## src/rtl/if_fetch_queue.sv

```systemverilog
// Instruction fetch stage: registered PC driving instruction memory, plus a small
// circular fetch queue that buffers {pc, inst} pairs for decode.
module if_fetch_queue #(
    parameter logic [15:0] RESET_PC = 16'h0000,
    parameter int          QDEPTH   = 2,
    localparam int         INST_ADDR_LENGTH = 16,
    localparam int         INST_BUS_LENGTH  = 16
) (
    input  logic                        clk,
    input  logic                        rst,
    output logic [INST_ADDR_LENGTH-1:0] PC_o,
    input  logic [INST_BUS_LENGTH-1:0]  inst_i,
    input  logic                        redirect_i,
    input  logic [INST_ADDR_LENGTH-1:0] redirect_pc_i,
    output logic [INST_BUS_LENGTH-1:0]  inst_o,
    output logic [INST_ADDR_LENGTH-1:0] inst_pc_o,
    output logic                        inst_valid_o,
    input  logic                        inst_ready_i
);

    localparam int PTR_W = $clog2(QDEPTH);
    localparam int CNT_W = $clog2(QDEPTH + 1);
    localparam logic [PTR_W-1:0] LAST_PTR = PTR_W'(QDEPTH - 1);
    localparam logic [CNT_W-1:0] FULL_CNT = CNT_W'(QDEPTH);

    typedef enum logic [1:0] {EMPTY, PARTIAL, FULL} occ_t;

    typedef struct packed {
        logic [INST_ADDR_LENGTH-1:0] pc;
        logic [INST_BUS_LENGTH-1:0]  inst;
    } entry_t;

    entry_t           mem [QDEPTH];
    logic [PTR_W-1:0] head, tail, head_nxt, tail_nxt;
    logic [CNT_W-1:0] count, count_nxt, remaining;
    occ_t             occ;
    logic             pop, push;
    entry_t           head_data_nxt;

    function automatic logic [PTR_W-1:0] ptr_inc(input logic [PTR_W-1:0] p);
        return (p == LAST_PTR) ? '0 : p + 1'b1;
    endfunction

    always_comb begin
        occ = PARTIAL;
        if (count == '0)
            occ = EMPTY;
        else if (count == FULL_CNT)
            occ = FULL;
    end

    // A full queue still accepts a push when the head leaves in the same cycle.
    assign pop  = inst_valid_o & inst_ready_i;
    assign push = !redirect_i && ((occ != FULL) || pop);

    assign head_nxt  = pop  ? ptr_inc(head) : head;
    assign tail_nxt  = push ? ptr_inc(tail) : tail;
    assign remaining = pop  ? count - 1'b1  : count;

    always_comb begin
        count_nxt = count;
        case ({push, pop})
            2'b10:   count_nxt = count + 1'b1;
            2'b01:   count_nxt = count - 1'b1;
            default: count_nxt = count;
        endcase
    end

    // Head outputs are registered, so the next head is chosen here: an older entry
    // if one survives the pop, otherwise the pair being pushed straight through.
    always_comb begin
        head_data_nxt = '0;
        if (remaining != '0)
            head_data_nxt = mem[head_nxt];
        else if (push)
            head_data_nxt = '{pc: PC_o, inst: inst_i};
    end

    // NOTE: queue storage has no reset; validity is tracked by count and pointers alone.
    always_ff @(posedge clk) begin
        if (push && !rst)
            mem[tail] <= '{pc: PC_o, inst: inst_i};
    end

    // NOTE: sequential state uses non-blocking assignments so every register samples pre-edge values.
    always_ff @(posedge clk) begin
        if (rst) begin
            PC_o         <= RESET_PC;
            head         <= '0;
            tail         <= '0;
            count        <= '0;
            inst_valid_o <= 1'b0;
            inst_o       <= '0;
            inst_pc_o    <= '0;
        end else if (redirect_i) begin
            PC_o         <= redirect_pc_i;
            head         <= '0;
            tail         <= '0;
            count        <= '0;
            inst_valid_o <= 1'b0;
            inst_o       <= '0;
            inst_pc_o    <= '0;
        end else begin
            if (push)
                PC_o <= PC_o + 1'b1;
            head         <= head_nxt;
            tail         <= tail_nxt;
            count        <= count_nxt;
            inst_valid_o <= (count_nxt != '0);
            inst_o       <= head_data_nxt.inst;
            inst_pc_o    <= head_data_nxt.pc;
        end
    end

endmodule

```

## config.mk

```make
export PLATFORM = sky130hd
export DESIGN_NAME = if_fetch_queue
export DESIGN_NICKNAME = d
export VERILOG_FILES = /design/src/rtl/if_fetch_queue.sv
export SDC_FILE = /design/constraint.sdc
export NUM_CORES = 1
export LEC_CHECK = 0
export CORE_UTILIZATION = 23
export CTS_CLUSTER_SIZE = 8
export DETAILED_ROUTE_END_ITERATION = 12
export GPL_TIMING_DRIVEN = 0
export HOLD_SLACK_MARGIN = 0.1
export PLACE_DENSITY = 0.4
export SETUP_SLACK_MARGIN = 0.4
export SKIP_CTS_REPAIR_TIMING = 1
export SLEW_MARGIN = 40
export SYNTH_ARGS = -nofsm -noshare
export SYNTH_HDL_FRONTEND = slang
export SYNTH_SLANG_ARGS = --single-unit
```

## constraint.sdc

```tcl
create_clock -name clk -period 5.74 [get_ports clk]
set_clock_uncertainty 0.05 [all_clocks]
set_input_delay 0.574 -clock clk [delete_from_list [all_inputs] [get_ports clk]]
set_output_delay 0.574 -clock clk [all_outputs]
set_load 0.1 [all_outputs]
```

**Word-level counts from Yosys, hierarchy flattened**

Memory sizes are Yosys's and may differ from the RTL's.
Index checks and enable logic that the tools add are counted.

- Register bits after elaboration: 53
- Bits in writable memories: 64
- Input bits: 36
- Output and inout bits: 49
- Word-level logic and storage cells: 41
- Memories: 1

- Add/subtract/negate cells: 5
- Equality and inequality tests: 4
- Multiplexer cells: 13
- Bitwise logic cells: 1
- Reductions and logical operators: 10

Memories:

| name | depth | width | read ports | clocked after memory_dff | wr ports | line | source |
|---|---|---|---|---|---|---|---|
| mem | 2 | 32 | 1 | 0 | 1 | 33 | `entry_t mem [QDEPTH];` |

Operators by type and width:

| kind | count |
|---|---|
| two-way mux 32 bit | 2 |
| two-way mux 16 bit | 2 |
| adder 16 x 1 -> 16 bit (second input constant) | 1 |
| two-way mux 2 bit | 3 |
| nonzero test 2 bit | 3 |
| two-way mux 1 bit | 5 |
| == test 2 bit (second input constant) | 2 |
| one-hot mux 2 bit (2 select lines) | 1 |
| adder 1 bit (second input constant) | 2 |
| adder 2 x 1 -> 2 bit (second input constant) | 1 |
| == test 2 x 1 -> 1 bit (second input constant) | 1 |
| logical AND 1 bit | 2 |
| zero test 1 bit | 2 |
| zero test 2 bit | 1 |
| inequality test 2 bit (second input constant) | 1 |
| OR reduction 2 bit | 1 |
| subtractor 2 x 1 -> 2 bit (second input constant) | 1 |
| AND 1 bit | 1 |
| logical OR 1 bit | 1 |

**Depth between registers and ports, before layout**

Gate-level depths: netlist of the first run.

- Word-level depth: 9
- Depth in mapped cells: 11
- Depth with buffers taken out: 10

**Worst setup path after synthesis of the first run**

OpenSTA, ideal clock, no wires.

- Path kind: input to register
- Start point: in rst
- End point: mem mem[0][0] (netlist name), enable pin
- Library setup time: 461 ps
- Arrival time: 3698 ps
- Data required time: 5229 ps
- Slack: 1531 ps
- Cell stages on the path: 6
- Path buffers: 4
- Path through: clkbuf_1 > or2_2 > clkbuf_1 > buf_2 > buf_1 > nor3_1

- Longest elaborated chain between the ends: 4

Ends and longest elaborated chain:

| what | line | source |
|---|---|---|
| start, declared | 10 | `input logic rst,` |
| zero test 1 bit | 81 | `if (push && !rst)` |
| logical AND 1 bit | 81 |  |
| two-way mux 1 bit | 81 |  |
| two-way mux 1 bit (not written as such) | 82 | `mem[tail] <= '{pc: PC_o, inst: inst_i};` |
| end, declared | 33 |  |

Every way passes these cells.

**Final worst setup path of the first run**

- Start point: in redirect_i
- End point: mem mem[0][11] (netlist name), enable pin

- Longest elaborated chain between the ends: 5

Ends and longest elaborated chain:

| what | line | source |
|---|---|---|
| start, declared | 13 | `input logic redirect_i,` |
| zero test 1 bit | 54 | `assign push = !redirect_i && ((occ != FULL) \|\| pop);` |
| logical AND 1 bit | 54 |  |
| logical AND 1 bit | 81 |  |
| two-way mux 1 bit | 81 |  |
| two-way mux 1 bit (not written as such) | 82 |  |

Every way passes these cells.

==> reports/summary.txt, run 1 <==
Fin Hold WS -> 494 ps
H-Tree Depth -> 4
detailed-route DRC error count -> 0
Max Freq -> 316 MHz
Initial Utilization -> 0.234
DRT iter0 DRCs -> 212
worst slack, placed -> 2100 ps
top_reg_cell synth -> edfxtp_1
layout cells sized above 1 -> 0.207
routability congestion estimate -> 0.719
Bufs and invs on worst path -> 7
Final Cycle Share -> 0.552
critical path arrival -> 3230 ps
post-route cell area -> 6080 µm²
Slowest cell on crit path -> clkdlybuf4s50_1
post-route setup TNS -> 0 ps
first-pass GRT wire length -> 18,400 µm
total power -> 2.24 mW
Hold Path Class -> flip-flop to flip-flop
max-slew violation total from the final report -> 0
FP Rows -> 51
EDFF count, synth -> 64
Synth Cell Area -> 4550 µm²
drt via density -> 4.40
Setup crit start kind -> input port
WP depth -> 9
DR vias -> 3,255
YS warnings -> 0
routed len/inst -> 16.4 µm
peak fanout along the critical path -> 10
worst-skew pair later-pin latency -> 410 ps
number of synthesized register bits -> 117
clock slew at reported path FFs -> 50 ps
Num CTS Buffers -> 17
GRT Util Overall -> 0.126
die height -> 143 µm
hold path depth -> 2
largest cells by area after synthesis -> edfxtp_1 42%, dfxtp_1 23%, mux2i_1 7.3%
length in cells of the worst reg-to-reg path -> 10
largest net degree at the start of global routing -> 33
outcome -> complete, no violations
Final #Nets -> 501
Gate Count Post-Synth -> 353
First-pass DRT Iterations -> 4
final worst slack -> 2570 ps
clk root buf -> clkbuf_16
peak supply drop -> 180 µV
asr flop ratio synth -> 0
Crit. End Element -> flip-flop
Setup CP Type -> input port to flip-flop
Tmin final -> 3170 ps
Core Box Area -> 19,500 µm²
global route overflow -> 0
critical path, cell by cell -> clkdlybuf4s50_1 > or2_2 > clkbuf_1 > buf_2 > buf_1 > nor3_2 > buf_4 > buf_2 > buf_2
routed wire length -> 12,100 µm
Diodes inserted -> 0
CP most frequent cell -> buf_2
Max-Cap Viols -> 0
chip width -> 143 µm
area share of the leading cell type in the synthesized netlist -> 0.422
Power Density -> 368 nW/µm²
Worst Tran Pin Value -> 773 ps
Final ANT Viol Nets -> 0
syn_area_per_cell -> 12.9 µm²
vias in the first global route -> 3,240
CTS tree -> built
CP top delay family -> buffers and inverters
final hold viol count -> 0
full die area -> 20,400 µm²
RSZ-0062 raised after global routing -> no
post-DP HPWL -> 8170 µm
antenna violations before repair -> 0
IO Pins -> 85
clock buffer depth -> 2
critical path required time -> 5810 ps
leak pwr -> 2.38 nW
relative slew slack -> 0.480
Layout area overhead -> 33.5%
CP peak stage delay -> 540 ps
post-synth cell types -> 40
biggest area consumer among synthesized cells -> edfxtp_1
# port buffers -> 83
clk sinks -> 117
post-placement cell area -> 5520 µm²
Seq/Total Area, Yosys -> 0.655
Syn Nets -> 393
final number of setup-violating endpoints -> 0
## final timing paths
kind | startpoint | end | slack [ps]
min reg2reg | count[0] | count[0] | 490
min | count[0] | count[0] | 490
max | redirect_i | mem[0][11] | 2570
max reg2reg | count[0] | inst_valid_o | 2840
## layout make-up
class / instances / area, µm²
clock buffers: 25 / 475
fillers: 1979 / 13400
repair buffers: 89 / 626
plain buffers: 25 / 114
multi-input cells: 207 / 1450
flip-flops and latches: 117 / 2980
inverters: 4 / 15.0
well taps: 265 / 332
clock inverters: 7 / 82.6
## layout by cell type (no fill, tap or decap), types with 6 or more instances in the layout
cell type,count
clkbuf_16,17
edfxtp_1,64
mux2i_1,33
xor2_1,6
nand4_1,8
nor2_1,20
buf_2,58
clkbuf_1,19
a21oi_1,35
a211oi_1,40
nand2_1,11
nand3_1,8
buf_4,7
clkdlybuf4s50_1,34
dfxtp_1,53
## worst reg2reg max path, cell delays in order (launching register included)
cell and delay, ps:
dfxtp_1 390, inv_1 70, ha_1 190, a21boi_1 230, nor2_1 530, clkbuf_1 500, inv_1 100, ha_1 360
nor2_1 70, a21oi_1 160, a31oi_1 100
## cell usage after synthesis, drive strengths merged, types with 5 or more instances
cell type	instances
clkbuf	13
xnor2	5
xor2	6
edfxtp	64
nand4	8
nand3	8
a211oi	40
a21oi	35
nand2	12
dfxtp	53
mux2i	33
buf	12
nor2	20
## kinds of logic after synthesis
group | synth area share
adder cells (fa/ha/maj) | 0.0110
XOR/XNOR | 0.0253
flip-flops | 0.655
AND/OR/NAND/NOR | 0.0794
AO/OA/AOI/OAI | 0.129
buffers and inverters | 0.0283
multiplexers | 0.0725
## per-layer routing
metal  part of all wire  up-vias  GRT usage
li1                   -     1572          -
met2               0.45      100      0.189
met3              0.055       18     0.0412
met1               0.48     1565      0.167
met5                  0        -          0
met4              0.015        0     0.0481
## sequential cells by signal, indices dropped and copies added, names as in the netlist
| register | cells |
|---|---|
| count | 2 |
| PC_o | 16 |
| head | 1 |
| inst_o | 16 |
| mem | 64 |
| inst_valid_o | 1 |
| inst_pc_o | 16 |
| tail | 1 |
## where the power goes
part           internal (mW)  total [mW]  switching (mW)
Combinational         0.0702       0.282           0.212
Clock                  0.655        1.00           0.348
Sequential             0.922       0.951          0.0292
## stage by stage
stage,utilization,cells
after floorplan,-,353
after global placement,0.294,701
after detailed placement,0.284,707
after CTS,0.312,739
after global routing,0.312,739
final,0.312,739
(Power assumes the default switching activity.)
==> run 2: changes to the inputs <==
PLACE_DENSITY = 0.41   (was 0.4)
clock period = 2.6 ns   (was 5.74 ns; I/O delays follow)
==> reports/summary.txt, run 2 (synthesized netlist as in run 1, its figures left out) <==
drt via density -> 4.35 (-1.1%)
first-pass GRT wire length -> 18,900 µm (+2.9%)
full die area -> 20,400 µm² (unchanged)
IO Pins -> 85 (unchanged)
global route overflow -> 0 (unchanged)
outcome -> complete, no violations
routed wire length -> 12,100 µm (-0.13%)
post-DP HPWL -> 8100 µm (-0.94%)
layout cells sized above 1 -> 0.262 (+0.0548)
Final Cycle Share -> 0.808
Worst Tran Pin Value -> 644 ps (-130 ps)
Initial Utilization -> 0.234 (unchanged)
switching pwr -> 1.32 mW (+120%)
DR vias -> 3,235 (-0.61%)
vias in the first global route -> 3,404 (+5.1%)
reg2reg start -> count[0]
detailed-route DRC error count -> 0 (unchanged)
most frequent cells in the layout -> 64 x edfxtp_1, 54 x buf_2, 42 x dfxtp_1
Final #Nets -> 505 (+0.80%)
First-pass DRT Iterations -> 4 (unchanged)
largest net degree at the start of global routing -> 33 (unchanged)
clock slew at reported path FFs -> 50 ps (about the same)
clock buffer depth -> 2 (unchanged)
Max-Cap Viols -> 0 (unchanged)
commonest non-fill, non-tap cell in the layout -> edfxtp_1
Final ANT Viol Nets -> 0 (unchanged)
worst-skew pair later-pin latency -> 410 ps (about the same)
clk sinks -> 117 (unchanged)
Num CTS Buffers -> 17 (unchanged)
routability congestion estimate -> 0.731 (+1.7%)
chip width -> 143 µm (unchanged)
peak fanout along the critical path -> 10 (unchanged)
Clock power frac -> 0.473 (+0.024)
post-route setup TNS -> 0 ps (unchanged)
antenna violations before repair -> 0 (unchanged)
max-slew violation total from the final report -> 0 (unchanged)
total power -> 5.20 mW (+130%)
Worst R2R Setup Slack -> 500 ps (-2340 ps)
CP Launch Point -> count[0]
Setup crit start kind -> flip-flop
clk root buf -> clkbuf_16
Setup CP Type -> flip-flop to flip-flop
final hold viol count -> 0 (unchanged)
max reg flops -> 64 (unchanged)
peak supply drop -> 331 µV (+83%)
critical path arrival -> 2330 ps (-900 ps)
Diodes inserted -> 0 (unchanged)
final number of setup-violating endpoints -> 0 (unchanged)
GRT Util Overall -> 0.127 (+0.00105)
Reg power frac -> 0.404 (-0.021)
Max Freq -> 476 MHz
leak pwr -> 2.47 nW (+3.9%)
H-Tree Depth -> 4 (unchanged)
critical path required time -> 2830 ps (-2980 ps)
Net Sw Frac -> 0.254 (-0.00906)
Reg with most FFs -> mem
CTS tree -> built
Hold Path Class -> input port to flip-flop
die height -> 143 µm (unchanged)
DRT iter0 DRCs -> 190 (-10%)
hold path startpoint -> redirect_pc_i[7]
internal power -> 3.88 mW (+140%)
Core Box Area -> 19,500 µm² (unchanged)
FP Rows -> 51 (unchanged)
part of the power in combinational logic -> 0.123 (-0.003)
Crit. End Element -> flip-flop
relative slew slack -> 0.567 (+0.0872)
# port buffers -> 83 (unchanged)
Power Density -> 827 nW/µm² (+120%)
Tmin final -> 2100 ps
Layout area overhead -> 38.1%
routed len/inst -> 16.3 µm (-0.67%)
RSZ-0062 raised after global routing -> yes
[run 2: changes by cell type in the layout (fill, tap and decap cells not counted), sizes merged]
cell and delta:
buf +4, bufinv +2, clkbuf -3, clkinv -2
clkinvlp +2, dlygate4sd3 +1
[run 2: final timing paths]
path | endpoint | depth (start not counted)
hold reg to reg | mem[0][24] | 0
hold / removal | PC_o[7] | 3
setup / recovery | inst_valid_o | 10
setup reg to reg | inst_valid_o | 10
[run 2: power by group through the flow]
| stage | Combinational (mW) | Clock (mW) | Sequential, mW |
|---|---|---|---|
| 2_1_floorplan | 0.175 | 0 | 2.41 |
| 3_3_place_gp | 0.662 | 0 | 2.14 |
| 3_5_place_dp | 0.635 | 0 | 2.14 |
| 4_1_cts | 0.637 | 2.51 | 2.10 |
| 5_1_grt | 0.680 | 2.58 | 2.11 |
| 6_report | 0.642 | 2.46 | 2.10 |
[run 2: cell type report]
type                            count  area, µm²
Sequential cell                   117       3000
Inverter                            4       15.0
Fill cell                        1978      13200
Buffer                             25        160
Clock buffer                       23        478
Timing Repair Buffer               93        678
Clock inverter                      9        149
Tap cell                          265        332
Multi-Input combinational cell    207       1480
[run 2: per-layer routing]
| layer | routed length [µm] | track usage | up-vias |
|---|---|---|---|
| met5 | 0 | 0 | - |
| met2 | 5620 | 0.199 | 95 |
| met4 | 177 | 0.0504 | 0 |
| met1 | 5700 | 0.164 | 1553 |
| met3 | 604 | 0.0362 | 14 |
| li1 | - | - | 1573 |
[run 2: critical path, stage by stage (launching register included)]
cell,delay [ps]
dfxtp_1,390
inv_1,60
ha_1,200
a21boi_4,190
nor2_4,160
buf_4,210
inv_1,60
ha_1,320
nor2_1,60
a21oi_1,170
a31oi_1,110
[run 2: through the flow]
step	cells	utilization	setup WS, ps	instance area [µm²]	hold slack (ps)
floorplan	353	-	313	4620	309
global placement	701	0.297	-881	5790	427
detailed placement	704	0.287	-337	5580	427
CTS	736	0.319	-186	6210	-9.28
global route	743	0.323	351	6290	378
finish	743	0.323	498	6290	376
==> run 3: changes to the inputs <==
PLACE_DENSITY = 0.4   (was 0.41)
clock period = 2.2 ns   (was 2.6 ns; I/O delays follow)
==> reports/summary.txt, run 3 (synthesized netlist as in run 1, its figures left out) <==
outcome -> complete, no violations
final hold viol count -> 0 (unchanged)
Num CTS Buffers -> 17 (unchanged)
fin cells -> 755 (+1.6%)
relative slew slack -> 0.537 (-0.0302)
GRT Util Overall -> 0.131 (+0.00407)
final number of setup-violating endpoints -> 0 (unchanged)
worst-skew pair later-pin latency -> 420 ps (about the same)
vias in the first global route -> 3,274 (-3.8%)
Diodes inserted -> 0 (unchanged)
clk root buf -> clkbuf_16
Hold Path Class -> input port to flip-flop
CTS tree -> built
DRT iter0 DRCs -> 160 (-16%)
peak supply drop -> 430 µV (+30%)
max-slew violation total from the final report -> 0 (unchanged)
peak fanout along the critical path -> 7 (-3)
First-pass DRT Iterations -> 4 (unchanged)
critical path required time -> 2450 ps (-380 ps)
clk sinks -> 117 (unchanged)
Layout area overhead -> 45.2%
Initial Utilization -> 0.234 (unchanged)
Max Freq -> 539 MHz (+13%)
commonest non-fill, non-tap cell in the layout -> edfxtp_1
placed cell count -> 704 (unchanged)
post-route cell area -> 6610 µm² (+5.1%)
most frequent cells in the layout -> 64 x edfxtp_1, 52 x buf_2, 38 x dfxtp_1
routed len/inst -> 16.9 µm (+4.1%)
critical path arrival -> 2100 ps (-230 ps)
first-pass GRT wire length -> 19,200 µm (+1.6%)
Worst Tran Pin Value -> 695 ps (+51.3 ps)
FP Rows -> 51 (unchanged)
Final #Nets -> 517 (+2.4%)
post-DP HPWL -> 8210 µm (+1.4%)
IO Pins -> 85 (unchanged)
Reg with most FFs -> mem
die height -> 143 µm (unchanged)
max reg flops -> 64 (unchanged)
Setup CP Type -> flip-flop to flip-flop
DR vias -> 3,315 (+2.5%)
post-placement cell area -> 5670 µm² (+1.5%)
layout cells sized above 1 -> 0.335 (+0.0732)
Power Density -> 938 nW/µm² (+13%)
chip width -> 143 µm (unchanged)
Final ANT Viol Nets -> 0 (unchanged)
routed wire length -> 12,800 µm (+5.7%)
largest net degree at the start of global routing -> 33 (unchanged)
H-Tree Depth -> 4 (unchanged)
Setup crit start kind -> flip-flop
layout filler cell count -> 1,958 (-1.0%)
leak pwr -> 2.58 nW (+4.5%)
Max-Cap Viols -> 0 (unchanged)
clock slew at reported path FFs -> 50 ps (about the same)
# port buffers -> 83 (unchanged)
detailed-route DRC error count -> 0 (unchanged)
Crit. End Element -> flip-flop
global route overflow -> 0 (unchanged)
full die area -> 20,400 µm² (unchanged)
routability congestion estimate -> 0.723 (-1.1%)
RSZ-0062 raised after global routing -> yes
antenna violations before repair -> 0 (unchanged)
Core Box Area -> 19,500 µm² (unchanged)
clock buffer depth -> 2 (unchanged)
drt via density -> 4.39 (+0.84%)
Final Cycle Share -> 0.844 (+0.0357)
Tmin final -> 1860 ps (-245 ps)
run 3: worst max-delay path: stages (launching register included):
cell,delay [ps]
dfxtp_4,370
inv_4,40
ha_4,150
a21boi_4,150
nor2_4,180
buf_8,160
inv_4,40
ha_4,150
mux2i_1,150
nor2_1,80
a21oi_2,120
a31oi_1,90
run 3: final timing paths:
path / from / end / slack [ps] / depth (start not counted)
worst max-delay path: count[0] / inst_valid_o / 340 / 11
worst min-delay path: rst / PC_o[15] / 190 / 4
worst max register to register: count[0] / inst_valid_o / 340 / 11
worst min register to register: PC_o[5] / mem[1][21] / 450 / 0
run 3: cell type report:
type                    instances  area [µm²]  area share
flip-flops and latches        117        3030       0.459
multi-input cells             208        1600       0.241
repair buffers                104         793       0.120
clock buffers                  19         453      0.0685
well taps                     265         332      0.0502
plain buffers                  25         208      0.0314
clock inverters                13         179      0.0271
inverters                       4        20.0     0.00303
run 3: per-layer routing:
layer	routed length (µm)	share of wire	vias up	track usage
met5	0	0	-	0
met4	166	0.013	0	0.0549
met3	582	0.046	14	0.0389
met2	5860	0.46	94	0.198
met1	6180	0.48	1594	0.173
li1	-	-	1613	-
run 3: where the power goes:
| group | internal (mW) | leakage [nW] | switching [mW] | total [mW] |
|---|---|---|---|---|
| logic | 0.225 | 1.25 | 0.572 | 0.796 |
| registers | 2.40 | 1.03 | 0.0789 | 2.48 |
| clock network | 1.95 | 0.301 | 0.980 | 2.93 |
run 3: per-stage QoR:
step / total power, mW / worst slack, ps / hold slack (ps) / TNS, ps / utilization
4_1_cts: 6.25 / -83.1 / -63.5 / -1910 / 0.324
3_3_place_gp: 3.32 / -1310 / 390 / -47790 / 0.302
6_report: 6.20 / 343 / 189 / 0 / 0.340
5_1_grt: 6.45 / 247 / 185 / 0 / 0.340
2_1_floorplan: 3.05 / -46.9 / 269 / -1500 / -
3_5_place_dp: 3.28 / -531 / 388 / -22550 / 0.291
